===== src/rtl/cache_arb_pkg.sv =====
// cache_arb_pkg
//   Shared types and constants for the I-cache / D-cache memory arbiter.
//   - arb_state_e : arbiter FSM states
//   - REQ_I/REQ_D : requester IDs, also the bit positions in the request vector
package cache_arb_pkg;

  typedef enum logic [1:0] {
    IDLE     = 2'd0,
    I_ACCESS = 2'd1,
    D_ACCESS = 2'd2,
    RESP     = 2'd3
  } arb_state_e;

  localparam logic REQ_I = 1'b0;
  localparam logic REQ_D = 1'b1;

  // Pack the two request lines so that bit index equals requester ID.
  function automatic logic [1:0] req_vec(input logic i_req, input logic d_req);
    return {d_req, i_req};
  endfunction

endpackage


===== src/rtl/arb_rr_pick2.sv =====
// arb_rr_pick2
//   Two-way round-robin pick. On a tie the requester that was not granted
//   last wins; a lone request wins outright.
//   Ports:
//     req   in  2  request vector, bit index = requester ID
//     last  in  1  ID granted most recently
//     grant out 1  ID to grant (only meaningful when req != 0)
module arb_rr_pick2
  import cache_arb_pkg::*;
(
  input  logic [1:0] req,
  input  logic       last,
  output logic       grant
);

  // Priority selection between the two requesters.
  always_comb begin
    grant = REQ_D;
    case (req)
      2'b11:   grant = ~last;
      2'b10:   grant = REQ_D;
      2'b01:   grant = REQ_I;
      default: grant = ~last;  // no request: result is ignored by the caller
    endcase
  end

endmodule


===== src/rtl/cache_mem_arbiter.sv =====
// cache_mem_arbiter
//   Arbitrates an instruction-cache block-read port and a data-cache
//   fill/write-back port onto a single main-memory port. One access at a
//   time: IDLE -> ACCESS (command held until mem_busywait low) -> RESP (ack
//   pulse) -> IDLE. Ties are resolved round-robin; after reset D wins first.
//   Ports:
//     clk, reset                   clock, async active-high reset
//     i_req/i_addr/i_rdata/i_ack   instruction-cache requester
//     d_req/d_write/d_addr/d_wdata/d_rdata/d_ack  data-cache requester
//     mem_read/mem_write/mem_addr/mem_writedata/mem_readdata/mem_busywait
//                                  main-memory port
//     arb_timeout                  sticky watchdog flag (ARB_TIMEOUT_EN only)
//   Configuration macro: ARB_TIMEOUT_EN adds an access watchdog that aborts
//   an access after TIMEOUT_CYCLES cycles and raises arb_timeout.
module cache_mem_arbiter
  import cache_arb_pkg::*;
#(
  parameter int BLOCK_SIZE     = 8,
  parameter int ADDR_WIDTH     = 32,
  parameter int TIMEOUT_CYCLES = 255
) (
  input  logic                    clk,
  input  logic                    reset,
  input  logic                    i_req,
  input  logic [ADDR_WIDTH-1:0]   i_addr,
  output logic [BLOCK_SIZE*8-1:0] i_rdata,
  output logic                    i_ack,
  input  logic                    d_req,
  input  logic                    d_write,
  input  logic [ADDR_WIDTH-1:0]   d_addr,
  input  logic [BLOCK_SIZE*8-1:0] d_wdata,
  output logic [BLOCK_SIZE*8-1:0] d_rdata,
  output logic                    d_ack,
  output logic                    mem_read,
  output logic                    mem_write,
  output logic [ADDR_WIDTH-1:0]   mem_addr,
  output logic [BLOCK_SIZE*8-1:0] mem_writedata,
  input  logic [BLOCK_SIZE*8-1:0] mem_readdata,
  input  logic                    mem_busywait
`ifdef ARB_TIMEOUT_EN
  ,
  output logic                    arb_timeout
`endif
);

  localparam int DW = BLOCK_SIZE * 8;

  arb_state_e            state_q, state_d;
  logic                  last_q, last_d;
  logic [ADDR_WIDTH-1:0] addr_q, addr_d;
  logic                  write_q, write_d;
  logic [DW-1:0]         wdata_q, wdata_d;
  logic                  mem_read_q, mem_read_d;
  logic                  mem_write_q, mem_write_d;
  logic                  i_ack_q, i_ack_d;
  logic                  d_ack_q, d_ack_d;
  logic [DW-1:0]         i_rdata_q, i_rdata_d;
  logic [DW-1:0]         d_rdata_q, d_rdata_d;

  logic                  grant_s;
  logic                  in_access_s;
  logic                  abort_s;
  logic [DW-1:0]         rsp_data_s;

  arb_rr_pick2 u_pick (
    .req   (req_vec(i_req, d_req)),
    .last  (last_q),
    .grant (grant_s)
  );

  assign in_access_s = (state_q == I_ACCESS) || (state_q == D_ACCESS);
  // A watchdog abort returns an all-zero block instead of the bus value.
  assign rsp_data_s  = abort_s ? {DW{1'b0}} : mem_readdata;

`ifdef ARB_TIMEOUT_EN
  localparam int CNT_W = $clog2(TIMEOUT_CYCLES + 1);

  logic [CNT_W-1:0] cnt_q, cnt_d;
  logic             timeout_q, timeout_d;

  // cnt_q counts completed busy cycles of the current access, so the abort
  // edge is the one ending the TIMEOUT_CYCLES-th access cycle.
  assign abort_s = in_access_s && mem_busywait &&
                   (cnt_q == CNT_W'(TIMEOUT_CYCLES - 1));

  // Watchdog counter and sticky timeout flag next-state.
  always_comb begin
    cnt_d     = cnt_q;
    timeout_d = timeout_q;
    if (in_access_s) begin
      if (abort_s) begin
        cnt_d     = {CNT_W{1'b0}};
        timeout_d = 1'b1;
      end else begin
        cnt_d     = cnt_q + CNT_W'(1);
      end
    end else begin
      cnt_d = {CNT_W{1'b0}};
    end
  end

  // Watchdog registers.
  always_ff @(posedge clk or posedge reset) begin
    if (reset) begin
      cnt_q     <= {CNT_W{1'b0}};
      timeout_q <= 1'b0;
    end else begin
      cnt_q     <= cnt_d;
      timeout_q <= timeout_d;
    end
  end

  assign arb_timeout = timeout_q;
`else
  assign abort_s = 1'b0;

  // The watchdog limit has no effect in this build.
  logic unused_timeout_cfg;
  assign unused_timeout_cfg = (TIMEOUT_CYCLES == 32'sd0);
`endif

  // FSM next-state, operand capture, command and response generation.
  always_comb begin
    state_d     = state_q;
    last_d      = last_q;
    addr_d      = addr_q;
    write_d     = write_q;
    wdata_d     = wdata_q;
    mem_read_d  = mem_read_q;
    mem_write_d = mem_write_q;
    i_ack_d     = 1'b0;
    d_ack_d     = 1'b0;
    i_rdata_d   = i_rdata_q;
    d_rdata_d   = d_rdata_q;

    case (state_q)
      IDLE: begin
        if (i_req || d_req) begin
          last_d = grant_s;
          if (grant_s == REQ_D) begin
            addr_d      = d_addr;
            write_d     = d_write;
            wdata_d     = d_wdata;
            mem_read_d  = ~d_write;
            mem_write_d = d_write;
            state_d     = D_ACCESS;
          end else begin
            addr_d      = i_addr;
            write_d     = 1'b0;
            wdata_d     = {DW{1'b0}};
            mem_read_d  = 1'b1;
            mem_write_d = 1'b0;
            state_d     = I_ACCESS;
          end
        end else begin
          state_d = IDLE;
        end
      end

      I_ACCESS, D_ACCESS: begin
        if (!mem_busywait || abort_s) begin
          state_d     = RESP;
          mem_read_d  = 1'b0;
          mem_write_d = 1'b0;
          if (state_q == D_ACCESS) begin
            d_ack_d = 1'b1;
            // A write-back returns nothing; keep the previous fill block.
            if (write_q) begin
              d_rdata_d = d_rdata_q;
            end else begin
              d_rdata_d = rsp_data_s;
            end
          end else begin
            i_ack_d   = 1'b1;
            i_rdata_d = rsp_data_s;
          end
        end else begin
          state_d = state_q;
        end
      end

      RESP: begin
        state_d = IDLE;
      end

      default: begin
        state_d = IDLE;
      end
    endcase
  end

  // FSM state and registered outputs.
  always_ff @(posedge clk or posedge reset) begin
    if (reset) begin
      state_q     <= IDLE;
      last_q      <= REQ_I;
      addr_q      <= {ADDR_WIDTH{1'b0}};
      write_q     <= 1'b0;
      wdata_q     <= {DW{1'b0}};
      mem_read_q  <= 1'b0;
      mem_write_q <= 1'b0;
      i_ack_q     <= 1'b0;
      d_ack_q     <= 1'b0;
      i_rdata_q   <= {DW{1'b0}};
      d_rdata_q   <= {DW{1'b0}};
    end else begin
      state_q     <= state_d;
      last_q      <= last_d;
      addr_q      <= addr_d;
      write_q     <= write_d;
      wdata_q     <= wdata_d;
      mem_read_q  <= mem_read_d;
      mem_write_q <= mem_write_d;
      i_ack_q     <= i_ack_d;
      d_ack_q     <= d_ack_d;
      i_rdata_q   <= i_rdata_d;
      d_rdata_q   <= d_rdata_d;
    end
  end

  assign mem_read      = mem_read_q;
  assign mem_write     = mem_write_q;
  assign mem_addr      = addr_q;
  assign mem_writedata = wdata_q;
  assign i_ack         = i_ack_q;
  assign d_ack         = d_ack_q;
  assign i_rdata       = i_rdata_q;
  assign d_rdata       = d_rdata_q;

endmodule


===== config.mk =====
export PLATFORM = sky130hd
export DESIGN_NAME = cache_mem_arbiter
export DESIGN_NICKNAME = d
export VERILOG_FILES = /design/src/rtl/cache_arb_pkg.sv /design/src/rtl/arb_rr_pick2.sv /design/src/rtl/cache_mem_arbiter.sv
export SDC_FILE = /design/constraint.sdc
export NUM_CORES = 1
export LEC_CHECK = 0
export ABC_AREA = 1
export BUFFER_PORTS_ARGS = -buffer_cell sky130_fd_sc_hd__buf_2
export CAP_MARGIN = 40
export CORE_AREA = 2 2 167 169
export DETAILED_ROUTE_END_ITERATION = 12
export DIE_AREA = 0 0 169 171
export PLACE_DENSITY_LB_ADDON = 0.2
export SLEW_MARGIN = 20
export SYNTH_ARGS = -nofsm -noshare
export SYNTH_HDL_FRONTEND = slang
export SYNTH_SLANG_ARGS = --single-unit

===== constraint.sdc =====
create_clock -name clk -period 15.2 [get_ports clk]
set_input_delay 2.28 -clock clk [delete_from_list [all_inputs] [get_ports clk]]
set_output_delay 2.28 -clock clk [all_outputs]
set_load 0.05 [all_outputs]

==> results of run 1 <==
## tightest hold or removal path, stage by stage (launching register included)
cell                      delay, ns
sky130_fd_sc_hd__dfrtp_1       0.34
sky130_fd_sc_hd__nand2_1       0.05
sky130_fd_sc_hd__nand2_1       0.05
## synth_stat cells, drive strengths merged
cell      n  area (sq um)
nand4     1          6.26
inv     111           417
nand2   338          1270
ha        7          87.6
o21ai   132           661
dfrtp   232          5810
nor2      7          42.5
nand3b   32           240
buf      50           254
clkbuf   16          60.1
a21oi     2          10.0
nand3   132           661
## path summary, 6_finish.rpt
path                                     endpoint  slack [ns]               from  cells after the start
worst min register to register  mem_writedata[21]        0.47  mem_writedata[21]                      2
max in group asynchronous              state_q[1]       12.22              reset                      4
worst min-delay path            mem_writedata[21]        0.47  mem_writedata[21]                      2
min in group asynchronous       mem_writedata[35]        1.86              reset                      2
worst max register to register  mem_writedata[47]       12.70         state_q[0]                      8
worst max-delay path            mem_writedata[13]       11.10              i_req                      9
## cell type report
class	count	area (sq um)
timing repair buffer	439	2320
tap	346	433
multi-input combinational	651	3000
clock inverter	9	81.3
clock buffer	38	787
inverter	111	424
antenna	2	5.00
fill	2759	14500
sequential	232	5810
## report_power, final
| group | internal [W] | switching, W |
|---|---|---|
| clock network | 0.000375 | 0.000252 |
| registers | 0.000881 | 0.000134 |
| logic | 0.000373 | 0.00141 |
## through the flow
step | hold WS (ns) | total power (W)
2_1_floorplan | 0.454 | 0.00236
3_3_place_gp | 0.458 | 0.00278
3_5_place_dp | 0.460 | 0.00281
4_1_cts | 0.476 | 0.00345
5_1_grt | 0.502 | 0.00363
6_report | 0.471 | 0.00342
## registers in the layout, summed over array words and instances (netlist names)
| signal | count |
|---|---|
| i_rdata | 64 |
| i_ack | 1 |
| mem_addr | 32 |
| d_rdata | 64 |
| mem_write | 1 |
| d_ack | 1 |
| mem_read | 1 |
| mem_writedata | 64 |
| write_q | 1 |
| last_q | 1 |
| state_q | 2 |
## kinds of logic (layout without fill, tap and decap cells)
kind of cell,count (synthesis),after routing,share of synthesized area
flip-flops,232,232,0.610
other,0,2,0
AND/OR/NAND/NOR,510,510,0.234
AO/OA/AOI/OAI,134,134,0.0705
buffers and inverters,177,597,0.0768
adder cells (fa/ha/maj),7,7,0.00920
## routing by layer
metal,part of all wire,global-route usage,wire length (um),vias up
li1,-,-,-,4148
met1,0.42,0.246,12000,3858
met2,0.46,0.299,12900,338
met3,0.089,0.0571,2520,45
met4,0.026,0.0587,741,6
met5,0.0015,0,41,-
==> impl_metrics.prom, run 1 <==
# TYPE chip_impl_metric gauge
chip_impl_info{name="run_status",value="completed"} 1
chip_impl_metric{name="cts-root-to-sink-buffers",unit=""} 3
chip_impl_metric{name="period_needed",unit="ns"} 4.10
chip_impl_metric{name="grt_use_total",unit=""} 0.187
chip_impl_metric{name="gpl.final_weighted_congestion",unit=""} 0.830
chip_impl_info{name="clock_root_buffer",value="sky130_fd_sc_hd__clkbuf_16"} 1
chip_impl_metric{name="timing.slew.headroom",unit=""} 0.490
chip_impl_metric{name="timing.max_cap.violations",unit=""} 0
chip_impl_metric{name="peakVddDrop",unit="V"} 0.000153
chip_impl_metric{name="slew_worst_pin",unit="ns"} 0.765
chip_impl_metric{name="finalWorstSetupSlack",unit="ns"} 11.10
chip_impl_metric{name="fmaxAchievable",unit="MHz"} 244
chip_impl_metric{name="ys_ff_latch",unit=""} 232
chip_impl_metric{name="die_height",unit="um"} 171
chip_impl_metric{name="floorplan.initialDensity",unit=""} 0.348
chip_impl_metric{name="netlist-cell-type-count",unit=""} 18
chip_impl_info{name="critical_path.endpoint_type",value="register"} 1
chip_impl_metric{name="placed_cells",unit=""} 1778
chip_impl_metric{name="syn_avg_cell_area",unit="sq um"} 8.98
chip_impl_metric{name="grt_start_max_net_pins",unit=""} 101
chip_impl_metric{name="layoutNonFillerInstCount",unit=""} 1828
chip_impl_metric{name="syn_inst",unit=""} 1060
chip_impl_info{name="worst_hold_path_type",value="reg2reg"} 1
chip_impl_metric{name="post_place_instance_area",unit="sq um"} 12000
chip_impl_metric{name="clk-insertion-delay-late",unit="ns"} 0.52
chip_impl_metric{name="placeableCoreArea",unit="sq um"} 27300
chip_impl_metric{name="die-area",unit="sq um"} 28900
chip_impl_metric{name="number_of_global_route_vias_before_repair",unit=""} 7982
chip_impl_metric{name="grt.overflow.total",unit=""} 0
chip_impl_metric{name="hold_buffers",unit=""} 0
chip_impl_info{name="tritoncts_clock_tree",value="yes"} 1
chip_impl_metric{name="synth.yosys.seq_area_share",unit=""} 0.610
chip_impl_info{name="mostFrequentLayoutCell",value="sky130_fd_sc_hd__buf_2"} 1
chip_impl_info{name="critical_path_top_delay_cell",value="sky130_fd_sc_hd__buf_4"} 1
chip_impl_metric{name="syn_nets",unit=""} 1265
chip_impl_metric{name="dp_slack",unit="ns"} 10.55
chip_impl_metric{name="detailedRoute.firstIterationViolations",unit=""} 528
chip_impl_info{name="crit_path_start_kind",value="input pin"} 1
chip_impl_metric{name="post-cts-setup-buffer-count",unit=""} 0
chip_impl_metric{name="final_net_count",unit=""} 1666
chip_impl_metric{name="post_route_cells_drive_above_1_share",unit=""} 0.331
chip_impl_metric{name="slew_violations",unit=""} 0
chip_impl_metric{name="numClockSinks",unit=""} 232
chip_impl_metric{name="final_hold_viol_count",unit=""} 0
chip_impl_metric{name="final_design_area_no_fill",unit="sq um"} 12900
chip_impl_metric{name="number_of_antenna_violations_at_the_first_check_in_global_routing",unit=""} 5
chip_impl_metric{name="via_per_instance_ratio",unit=""} 4.59
chip_impl_metric{name="synth.cell_area",unit="sq um"} 9520
chip_impl_metric{name="ctsHtreeMaxLevel",unit=""} 1
chip_impl_info{name="criticalPathCategory",value="in2reg"} 1
chip_impl_metric{name="portBuffers",unit=""} 425
chip_impl_metric{name="final.period_utilization",unit=""} 0.270
chip_impl_metric{name="drt-total-wl",unit="um"} 28200
chip_impl_metric{name="p_leak",unit="nW"} 7.47
chip_impl_metric{name="critical_path.max_fanout",unit=""} 46
chip_impl_metric{name="area_growth",unit="%"} 35.0
chip_impl_metric{name="floorplan.io_pins",unit=""} 426
chip_impl_metric{name="detail-route-antenna-nets",unit=""} 0
chip_impl_metric{name="final_clock_skew",unit="ns"} 0.00887
chip_impl_metric{name="setup_total_negative_slack",unit="ns"} 0
chip_impl_metric{name="dp.final_hpwl",unit="um"} 19800
chip_impl_metric{name="cp.arrival",unit="ns"} 4.55
chip_impl_metric{name="critPathBufInv",unit=""} 4
chip_impl_info{name="rsz0062_at_grt",value="false"} 1
chip_impl_info{name="worst_path_dominant_cell_family",value="simple AND/OR/NAND/NOR gates"} 1
chip_impl_metric{name="final_util",unit=""} 0.470
chip_impl_metric{name="cts.repair.resized",unit=""} 0
chip_impl_metric{name="crit_path_max_incr_delay",unit="ns"} 0.51
chip_impl_metric{name="number_of_cts_inserted_buffers",unit=""} 26
chip_impl_metric{name="wire_length_of_the_first_global_routing_pass",unit="um"} 43800
chip_impl_metric{name="ys.warnings.count",unit=""} 0
chip_impl_metric{name="die_w",unit="um"} 169
chip_impl_metric{name="setup_viol",unit=""} 0
chip_impl_metric{name="avgRoutedWirePerCell",unit="um"} 15.4
chip_impl_metric{name="num_rows",unit=""} 61
chip_impl_info{name="mostFrequentLayoutCells",value="sky130_fd_sc_hd__buf_2 (425), sky130_fd_sc_hd__nand2_1 (334), sky130_fd_sc_hd__dfrtp_1 (232), sky130_fd_sc_hd__o21ai_0 (132), sky130_fd_sc_hd__nand3_1 (132)"} 1
chip_impl_metric{name="cp_data_required_time",unit="ns"} 15.65
chip_impl_metric{name="total_power_density_per_cell_area",unit="nW/um^2"} 266
chip_impl_info{name="list_of_cells_traversed_by_the_critical_path",value="buf_2 > inv_1 > ha_1 > inv_1 > nand2_2 > nand2_2 > buf_4 > nand3_1 > nand2_1"} 1
chip_impl_metric{name="route.detailed.drc",unit=""} 0
chip_impl_metric{name="worst_setup_hold_path_clk_slew",unit="ns"} 0.06
chip_impl_metric{name="detailed_router_iteration_count_before_antenna_repair",unit=""} 5
chip_impl_metric{name="detailroute.via_count",unit=""} 8395
Note: power is estimated with default switching activity, not from simulation.
==> inputs of run 2 (changes only) <==
clock period = 3.4 ns   (was 15.2 ns; I/O delays follow)
==> run 2 against run 1 <==
First-iteration DRC count shrank 13%; hold slack worse by 0.41 ns; non-clock buffer count is 8 higher; via count is 0.25% higher; count of clock-buffer cells in the layout shrank 2; clock skew decreased by 0.0021 ns; total power grew to 4.5 times the previous value; sequential share of layout area shrank 0.50 points; setup slack worse by 10 ns; die area is the same; clock power increased to 4.8 times the previous value; largest cell class unchanged; highest routed layer is now met4.
==> impl_metrics.prom, run 2 (same netlist as run 1, synthesis figures left out) <==
# TYPE chip_impl_metric gauge
chip_impl_metric{name="detailedRoute.firstIterationViolations",unit=""} 462
chip_impl_metric{name="grt.overflow.total",unit=""} 0
chip_impl_metric{name="die_height",unit="um"} 171
chip_impl_metric{name="final_clock_skew",unit="ns"} 0.00676
chip_impl_metric{name="total_power_density_per_cell_area",unit="nW/um^2"} 1200
chip_impl_info{name="mostFrequentLayoutCell",value="sky130_fd_sc_hd__buf_2"} 1
chip_impl_metric{name="cts-root-to-sink-buffers",unit=""} 3
chip_impl_metric{name="detailroute.via_count",unit=""} 8416
chip_impl_metric{name="final_net_count",unit=""} 1674
chip_impl_metric{name="area_growth",unit="%"} 36.6
chip_impl_info{name="crit_path_start_kind",value="register"} 1
chip_impl_info{name="list_of_cells_traversed_by_the_critical_path",value="inv_1 > ha_1 > inv_2 > nor2_8 > inv_2 > buf_4 > nand2_1 > nand2_1"} 1
chip_impl_metric{name="period_needed",unit="ns"} 2.27
chip_impl_metric{name="grt_use_total",unit=""} 0.184
chip_impl_metric{name="gpl.final_weighted_congestion",unit=""} 0.797
chip_impl_metric{name="numClockSinks",unit=""} 232
chip_impl_metric{name="detailed_router_iteration_count_before_antenna_repair",unit=""} 5
chip_impl_metric{name="peakVddDrop",unit="V"} 0.000459
chip_impl_info{name="run_status",value="completed"} 1
chip_impl_metric{name="via_per_instance_ratio",unit=""} 4.58
chip_impl_metric{name="slew_violations",unit=""} 0
chip_impl_metric{name="avgRoutedWirePerCell",unit="um"} 15.2
chip_impl_info{name="worst_hold_path_type",value="in2async"} 1
chip_impl_metric{name="setup.reg_to_reg.worst_slack",unit="ns"} 1.13
chip_impl_metric{name="crit_path_max_incr_delay",unit="ns"} 0.44
chip_impl_metric{name="setup_viol",unit=""} 0
chip_impl_metric{name="cp_data_required_time",unit="ns"} 3.80
chip_impl_metric{name="hold_buffers",unit=""} 0
chip_impl_metric{name="post_route_cells_drive_above_1_share",unit=""} 0.336
chip_impl_metric{name="wire_length_of_the_first_global_routing_pass",unit="um"} 42900
chip_impl_metric{name="drt-total-wl",unit="um"} 28000
chip_impl_info{name="tritoncts_clock_tree",value="yes"} 1
chip_impl_metric{name="floorplan.io_pins",unit=""} 426
chip_impl_metric{name="fmaxAchievable",unit="MHz"} 441
chip_impl_metric{name="final_util",unit=""} 0.476
chip_impl_metric{name="final_design_area_no_fill",unit="sq um"} 13000
chip_impl_metric{name="floorplan.initialDensity",unit=""} 0.348
chip_impl_metric{name="p_leak",unit="nW"} 7.54
chip_impl_metric{name="final.period_utilization",unit=""} 0.667
chip_impl_metric{name="cp.arrival",unit="ns"} 2.67
chip_impl_metric{name="worst_setup_hold_path_clk_slew",unit="ns"} 0.06
chip_impl_metric{name="ctsHtreeMaxLevel",unit=""} 1
chip_impl_metric{name="post_place_instance_area",unit="sq um"} 12000
chip_impl_metric{name="detail-route-antenna-nets",unit=""} 0
chip_impl_metric{name="number_of_global_route_vias_before_repair",unit=""} 8103
chip_impl_info{name="rsz0062_at_grt",value="false"} 1
chip_impl_metric{name="number_of_cts_inserted_buffers",unit=""} 26
chip_impl_metric{name="placeableCoreArea",unit="sq um"} 27300
chip_impl_info{name="clock_root_buffer",value="sky130_fd_sc_hd__clkbuf_16"} 1
chip_impl_metric{name="dp.final_hpwl",unit="um"} 20000
chip_impl_metric{name="slew_worst_pin",unit="ns"} 0.746
chip_impl_metric{name="holdWs",unit="ns"} 0.0566
chip_impl_metric{name="timing.max_cap.violations",unit=""} 0
chip_impl_metric{name="die-area",unit="sq um"} 28900
chip_impl_metric{name="final_hold_viol_count",unit=""} 0
chip_impl_metric{name="grt_start_max_net_pins",unit=""} 80
chip_impl_metric{name="number_of_antenna_violations_at_the_first_check_in_global_routing",unit=""} 1
chip_impl_metric{name="num_rows",unit=""} 61
chip_impl_info{name="criticalPathCategory",value="reg2reg"} 1
chip_impl_metric{name="die_w",unit="um"} 169
chip_impl_metric{name="route.detailed.drc",unit=""} 0
chip_impl_info{name="critical_path_top_delay_cell",value="sky130_fd_sc_hd__inv_2"} 1
chip_impl_info{name="critical_path.endpoint_type",value="register"} 1
chip_impl_metric{name="timing.slew.headroom",unit=""} 0.503
chip_impl_info{name="mostFrequentLayoutCells",value="sky130_fd_sc_hd__buf_2 (425), sky130_fd_sc_hd__nand2_1 (334), sky130_fd_sc_hd__dfrtp_1 (232), sky130_fd_sc_hd__o21ai_0 (132), sky130_fd_sc_hd__nand3_1 (132)"} 1
chip_impl_metric{name="critical_path.max_fanout",unit=""} 38
chip_impl_metric{name="fillCellCount",unit=""} 2708
chip_impl_metric{name="portBuffers",unit=""} 425
chip_impl_metric{name="clk-insertion-delay-late",unit="ns"} 0.51
chip_impl_metric{name="post-cts-setup-buffer-count",unit=""} 0
chip_impl_metric{name="cts.repair.resized",unit=""} 0
run 2: changes by cell type in the layout (fill, tap and decap cells not counted):
cell / before / now
sky130_fd_sc_hd__clkbuf_1: 4 / 2
sky130_fd_sc_hd__inv_8: 1 / 0
sky130_fd_sc_hd__diode_2: 2 / 1
sky130_fd_sc_hd__buf_12: 0 / 6
sky130_fd_sc_hd__buf_16: 4 / 1
sky130_fd_sc_hd__buf_8: 1 / 0
sky130_fd_sc_hd__bufinv_16: 1 / 4
sky130_fd_sc_hd__buf_4: 9 / 15
sky130_fd_sc_hd__clkinv_4: 1 / 2
run 2: where the power goes:
group	switching [W]	internal [W]	leakage [nW]
clock	0.00112	0.00190	0.466
sequential	0.000600	0.00394	2.95
combinational	0.00629	0.00169	4.13
total	0.00802	0.00754	7.54
run 2: worst paths after layout:
path | to | start | cells past startpoint
worst min register to register | mem_writedata[10] | mem_writedata[10] | 2
min in group clk | mem_writedata[60] | d_wdata[60] | 3
worst min-delay path | i_rdata[0] | reset | 2
worst max register to register | mem_addr[4] | state_q[0] | 8
max in group asynchronous | mem_writedata[29] | reset | 4
worst max-delay path | mem_addr[4] | state_q[0] | 8
run 2: area by class of cell:
class,count,area (sq um),area share
Antenna cell,1,2.50,0.000193
Clock inverter,12,173,0.0133
Clock buffer,36,779,0.0600
Tap cell,346,433,0.0333
Inverter,111,420,0.0323
Timing Repair Buffer,447,2390,0.184
Sequential cell,232,5810,0.447
Multi-Input combinational cell,651,3000,0.231
run 2: routing by layer:
| metal | wire length [um] | vias up | global-route usage |
|---|---|---|---|
| met2 | 12900 | 345 | 0.303 |
| met1 | 11900 | 3862 | 0.236 |
| met5 | 0 | - | 0 |
| met4 | 604 | 0 | 0.0528 |
| li1 | - | 4171 | - |
| met3 | 2580 | 38 | 0.0560 |
run 2: critical path, delay by kind of cell (launching register included):
family        cells  cell delay (ns)
flops             1             0.38
fa+ha+maj         1             0.24
buf+inv           4             0.98
simple gates      3             0.54
run 2: metrics by stage:
| stage | total power [W] | setup TNS, ns | setup WS [ns] | instances |
|---|---|---|---|---|
| 2_1_floorplan | 0.0105 | -33.86 | -0.146 | 1060 |
| 3_3_place_gp | 0.0125 | 0 | 0.933 | 1786 |
| 3_5_place_dp | 0.0126 | 0 | 0.901 | 1787 |
| 4_1_cts | 0.0157 | 0 | 1.10 | 1835 |
| 5_1_grt | 0.0165 | 0 | 0.903 | 1836 |
| 6_report | 0.0156 | 0 | 1.13 | 1836 |
==> inputs of run 3 (changes only) <==
ABC_AREA = 0   (was 1)
clock period = 2.3 ns   (was 3.4 ns; I/O delays follow)
==> run 3 against run 2 <==
Register-to-register slack worse by 0.72 ns; setup slack got worse by 0.72 ns; area after synthesis down 5.5%; hold slack lost 0.022 ns; cell area decreased by 3.3%; largest cell class unchanged.
==> impl_metrics.prom, run 3 <==
# TYPE chip_impl_metric gauge
chip_impl_metric{name="sequential_cell_area",unit="sq um"} 5810
chip_impl_info{name="criticalPathCategory",value="reg2reg"} 1
chip_impl_metric{name="timing.slew.headroom",unit=""} 0.523
chip_impl_metric{name="number_of_global_route_vias_before_repair",unit=""} 7077
chip_impl_metric{name="slew_violations",unit=""} 0
chip_impl_info{name="synth_top_cell_by_area",value="sky130_fd_sc_hd__dfrtp_1"} 1
chip_impl_metric{name="wire_length_of_the_first_global_routing_pass",unit="um"} 38700
chip_impl_metric{name="hold_buffers",unit=""} 10
chip_impl_metric{name="post_route_cells_drive_above_1_share",unit=""} 0.561
chip_impl_metric{name="setup_total_negative_slack",unit="ns"} 0
chip_impl_metric{name="num_rows",unit=""} 61
chip_impl_metric{name="via_per_instance_ratio",unit=""} 4.76
chip_impl_metric{name="synth.yosys.seq_area_share",unit=""} 0.646
chip_impl_metric{name="critPathBufInv",unit=""} 3
chip_impl_metric{name="netlist-cell-type-count",unit=""} 27
chip_impl_metric{name="final_clock_skew",unit="ns"} 0.0139
chip_impl_info{name="mostFrequentLayoutCell",value="sky130_fd_sc_hd__buf_2"} 1
chip_impl_metric{name="numClockSinks",unit=""} 232
chip_impl_metric{name="floorplan.io_pins",unit=""} 426
chip_impl_metric{name="detailed_router_iteration_count_before_antenna_repair",unit=""} 4
chip_impl_metric{name="die_height",unit="um"} 171
chip_impl_metric{name="detail-route-antenna-nets",unit=""} 0
chip_impl_metric{name="final_net_count",unit=""} 1292
chip_impl_info{name="list_of_cells_traversed_by_the_critical_path",value="inv_1 > ha_1 > nor3b_4 > buf_12 > buf_12 > mux2_2"} 1
chip_impl_metric{name="post-cts-setup-buffer-count",unit=""} 0
chip_impl_metric{name="layoutNonFillerInstCount",unit=""} 1450
chip_impl_metric{name="syn_nets",unit=""} 850
chip_impl_metric{name="grt.overflow.total",unit=""} 0
chip_impl_info{name="tritoncts_clock_tree",value="yes"} 1
chip_impl_metric{name="synth_top_area_share",unit=""} 0.646
chip_impl_metric{name="fillCellCount",unit=""} 2595
chip_impl_info{name="rsz0062_at_grt",value="false"} 1
chip_impl_info{name="post_synth_main_area_contributors",value="sky130_fd_sc_hd__dfrtp_1 (65%), sky130_fd_sc_hd__mux2_2 (15%), sky130_fd_sc_hd__a22o_1 (6.4%), sky130_fd_sc_hd__a31oi_1 (2.3%), sky130_fd_sc_hd__nand3_1 (1.8%)"} 1
chip_impl_metric{name="placed_cells",unit=""} 1394
chip_impl_metric{name="die_w",unit="um"} 169
chip_impl_metric{name="ys_ff_latch",unit=""} 232
chip_impl_info{name="worst_hold_path_type",value="in2reg"} 1
chip_impl_info{name="critical_path_top_delay_cell",value="sky130_fd_sc_hd__dfrtp_1"} 1
chip_impl_metric{name="detailedRoute.firstIterationViolations",unit=""} 333
chip_impl_info{name="mostFrequentLayoutCells",value="sky130_fd_sc_hd__buf_2 (425), sky130_fd_sc_hd__dfrtp_1 (232), sky130_fd_sc_hd__mux2_2 (123), sky130_fd_sc_hd__a22o_1 (66), sky130_fd_sc_hd__nor2_1 (35)"} 1
chip_impl_info{name="run_status",value="completed"} 1
chip_impl_metric{name="grt_use_total",unit=""} 0.166
chip_impl_metric{name="gpl.final_weighted_congestion",unit=""} 0.760
chip_impl_metric{name="grt_start_max_net_pins",unit=""} 69
chip_impl_metric{name="final.period_utilization",unit=""} 0.820
chip_impl_info{name="critical_path.endpoint_type",value="register"} 1
chip_impl_info{name="yosys_most_used_dff",value="sky130_fd_sc_hd__dfrtp_1"} 1
chip_impl_metric{name="drt-total-wl",unit="um"} 24900
chip_impl_metric{name="ys_async_rst_share",unit=""} 1.00
chip_impl_metric{name="critical_path.max_fanout",unit=""} 23
chip_impl_info{name="crit_path_start_kind",value="register"} 1
chip_impl_metric{name="syn_inst",unit=""} 645
chip_impl_metric{name="die-area",unit="sq um"} 28900
chip_impl_metric{name="cts.repair.resized",unit=""} 0
chip_impl_metric{name="avgRoutedWirePerCell",unit="um"} 17.1
chip_impl_metric{name="placeableCoreArea",unit="sq um"} 27300
chip_impl_metric{name="period_needed",unit="ns"} 1.89
chip_impl_metric{name="number_of_cts_inserted_buffers",unit=""} 27
chip_impl_metric{name="worst_setup_hold_path_clk_slew",unit="ns"} 0.06
chip_impl_metric{name="setup_viol",unit=""} 0
chip_impl_info{name="worst_path_dominant_cell_family",value="buffers and inverters"} 1
chip_impl_metric{name="synth.cell_area",unit="sq um"} 8990
chip_impl_info{name="yosys.cell_count.top_type",value="sky130_fd_sc_hd__dfrtp_1"} 1
chip_impl_metric{name="clk-insertion-delay-late",unit="ns"} 0.52
chip_impl_metric{name="slew_worst_pin",unit="ns"} 0.716
chip_impl_metric{name="fmaxAchievable",unit="MHz"} 530
chip_impl_metric{name="crit_path_max_incr_delay",unit="ns"} 0.39
chip_impl_metric{name="setup.reg_to_reg.worst_slack",unit="ns"} 0.41
chip_impl_metric{name="holdWs",unit="ns"} 0.0341
chip_impl_metric{name="ctsHtreeMaxLevel",unit=""} 1
chip_impl_metric{name="cp_data_required_time",unit="ns"} 2.70
chip_impl_metric{name="route.detailed.drc",unit=""} 0
chip_impl_metric{name="dp.final_hpwl",unit="um"} 17700
chip_impl_metric{name="multi_input_area",unit="sq um"} 2940
chip_impl_info{name="clock_root_buffer",value="sky130_fd_sc_hd__clkbuf_16"} 1
chip_impl_metric{name="syn_avg_cell_area",unit="sq um"} 13.9
chip_impl_metric{name="number_of_antenna_violations_at_the_first_check_in_global_routing",unit=""} 0
chip_impl_metric{name="floorplan.initialDensity",unit=""} 0.329
chip_impl_metric{name="post_place_instance_area",unit="sq um"} 11600
chip_impl_metric{name="final_hold_viol_count",unit=""} 0
chip_impl_metric{name="cp.arrival",unit="ns"} 2.29
chip_impl_metric{name="number_of_enable_flip_flop_cells_after_synthesis",unit=""} 0
chip_impl_metric{name="timing.max_cap.violations",unit=""} 0
chip_impl_metric{name="cts-root-to-sink-buffers",unit=""} 3
chip_impl_metric{name="detailroute.via_count",unit=""} 6903
chip_impl_info{name="timing.critical_path.mode_cell",value="sky130_fd_sc_hd__buf_12"} 1
chip_impl_info{name="synth_common_cells",value="sky130_fd_sc_hd__dfrtp_1 (232), sky130_fd_sc_hd__mux2_2 (123), sky130_fd_sc_hd__a22o_1 (66)"} 1
chip_impl_metric{name="area_growth",unit="%"} 39.8
chip_impl_metric{name="ys.warnings.count",unit=""} 0
chip_impl_metric{name="portBuffers",unit=""} 425
chip_impl_metric{name="final_design_area_no_fill",unit="sq um"} 12600
==> run 3: cell types whose count changed after synthesis, moves of 20 or more <==
cell | before | now
sky130_fd_sc_hd__buf_2 | 38 | 18
sky130_fd_sc_hd__o21ai_0 | 132 | 31
sky130_fd_sc_hd__nand3b_1 | 32 | 0
sky130_fd_sc_hd__inv_1 | 109 | 7
sky130_fd_sc_hd__mux2_2 | 0 | 123
sky130_fd_sc_hd__nor2_1 | 6 | 35
sky130_fd_sc_hd__a22o_1 | 0 | 66
sky130_fd_sc_hd__a31oi_1 | 0 | 33
sky130_fd_sc_hd__nand2_1 | 336 | 5
sky130_fd_sc_hd__nand3_1 | 132 | 32
==> run 3: final cells by class <==
cell class              count  area share
diodes                      1    0.000199
clock buffers              36      0.0580
clock inverters             9     0.00836
flip-flops and latches    232       0.462
multi-input cells         357       0.234
inverters                   7     0.00239
well taps                 346      0.0344
repair buffers            462       0.201
==> run 3: kinds of logic (layout without fill, tap and decap cells) <==
group / Yosys count / in the layout / share of synthesized area
buffers and inverters: 56 / 514 / 0.0305
flip-flops: 232 / 232 / 0.646
AND/OR/NAND/NOR: 80 / 80 / 0.0408
AO/OA/AOI/OAI: 142 / 142 / 0.113
multiplexers: 128 / 128 / 0.160
other: 0 / 1 / 0
adder cells (fa/ha/maj): 7 / 7 / 0.00974
==> run 3: worst paths after layout <==
check / from / to / cells after the start
setup / recovery: state_q[1] / i_rdata[28] / 6
hold / removal: d_wdata[7] / mem_writedata[7] / 2
setup reg to reg: state_q[1] / i_rdata[28] / 6
hold reg to reg: d_rdata[55] / d_rdata[55] / 1
max in group asynchronous: reset / mem_writedata[32] / 4
min in group asynchronous: reset / i_rdata[10] / 3
==> run 3: metal layers <==
layer  wire (um)  vias to the layer above  track usage  share of wire
met5           0                        -            0              0
met4         569                        0       0.0479          0.023
met3        2300                       43       0.0504          0.092
met2       11800                      301        0.275           0.48
met1       10200                     3322        0.210           0.41
li1            -                     3237            -              -
==> run 3: stage by stage <==
stage / util / setup WS, ns
finish: 0.460 / 0.413
global placement: 0.426 / 0.370
CTS: 0.460 / 0.383
floorplan: - / -1.08
detailed placement: 0.426 / 0.346
global route: 0.460 / 0.290
Power of run 3 is not shown: default switching activity piles up to over one toggle a cycle in this logic, so the estimate is an artifact.
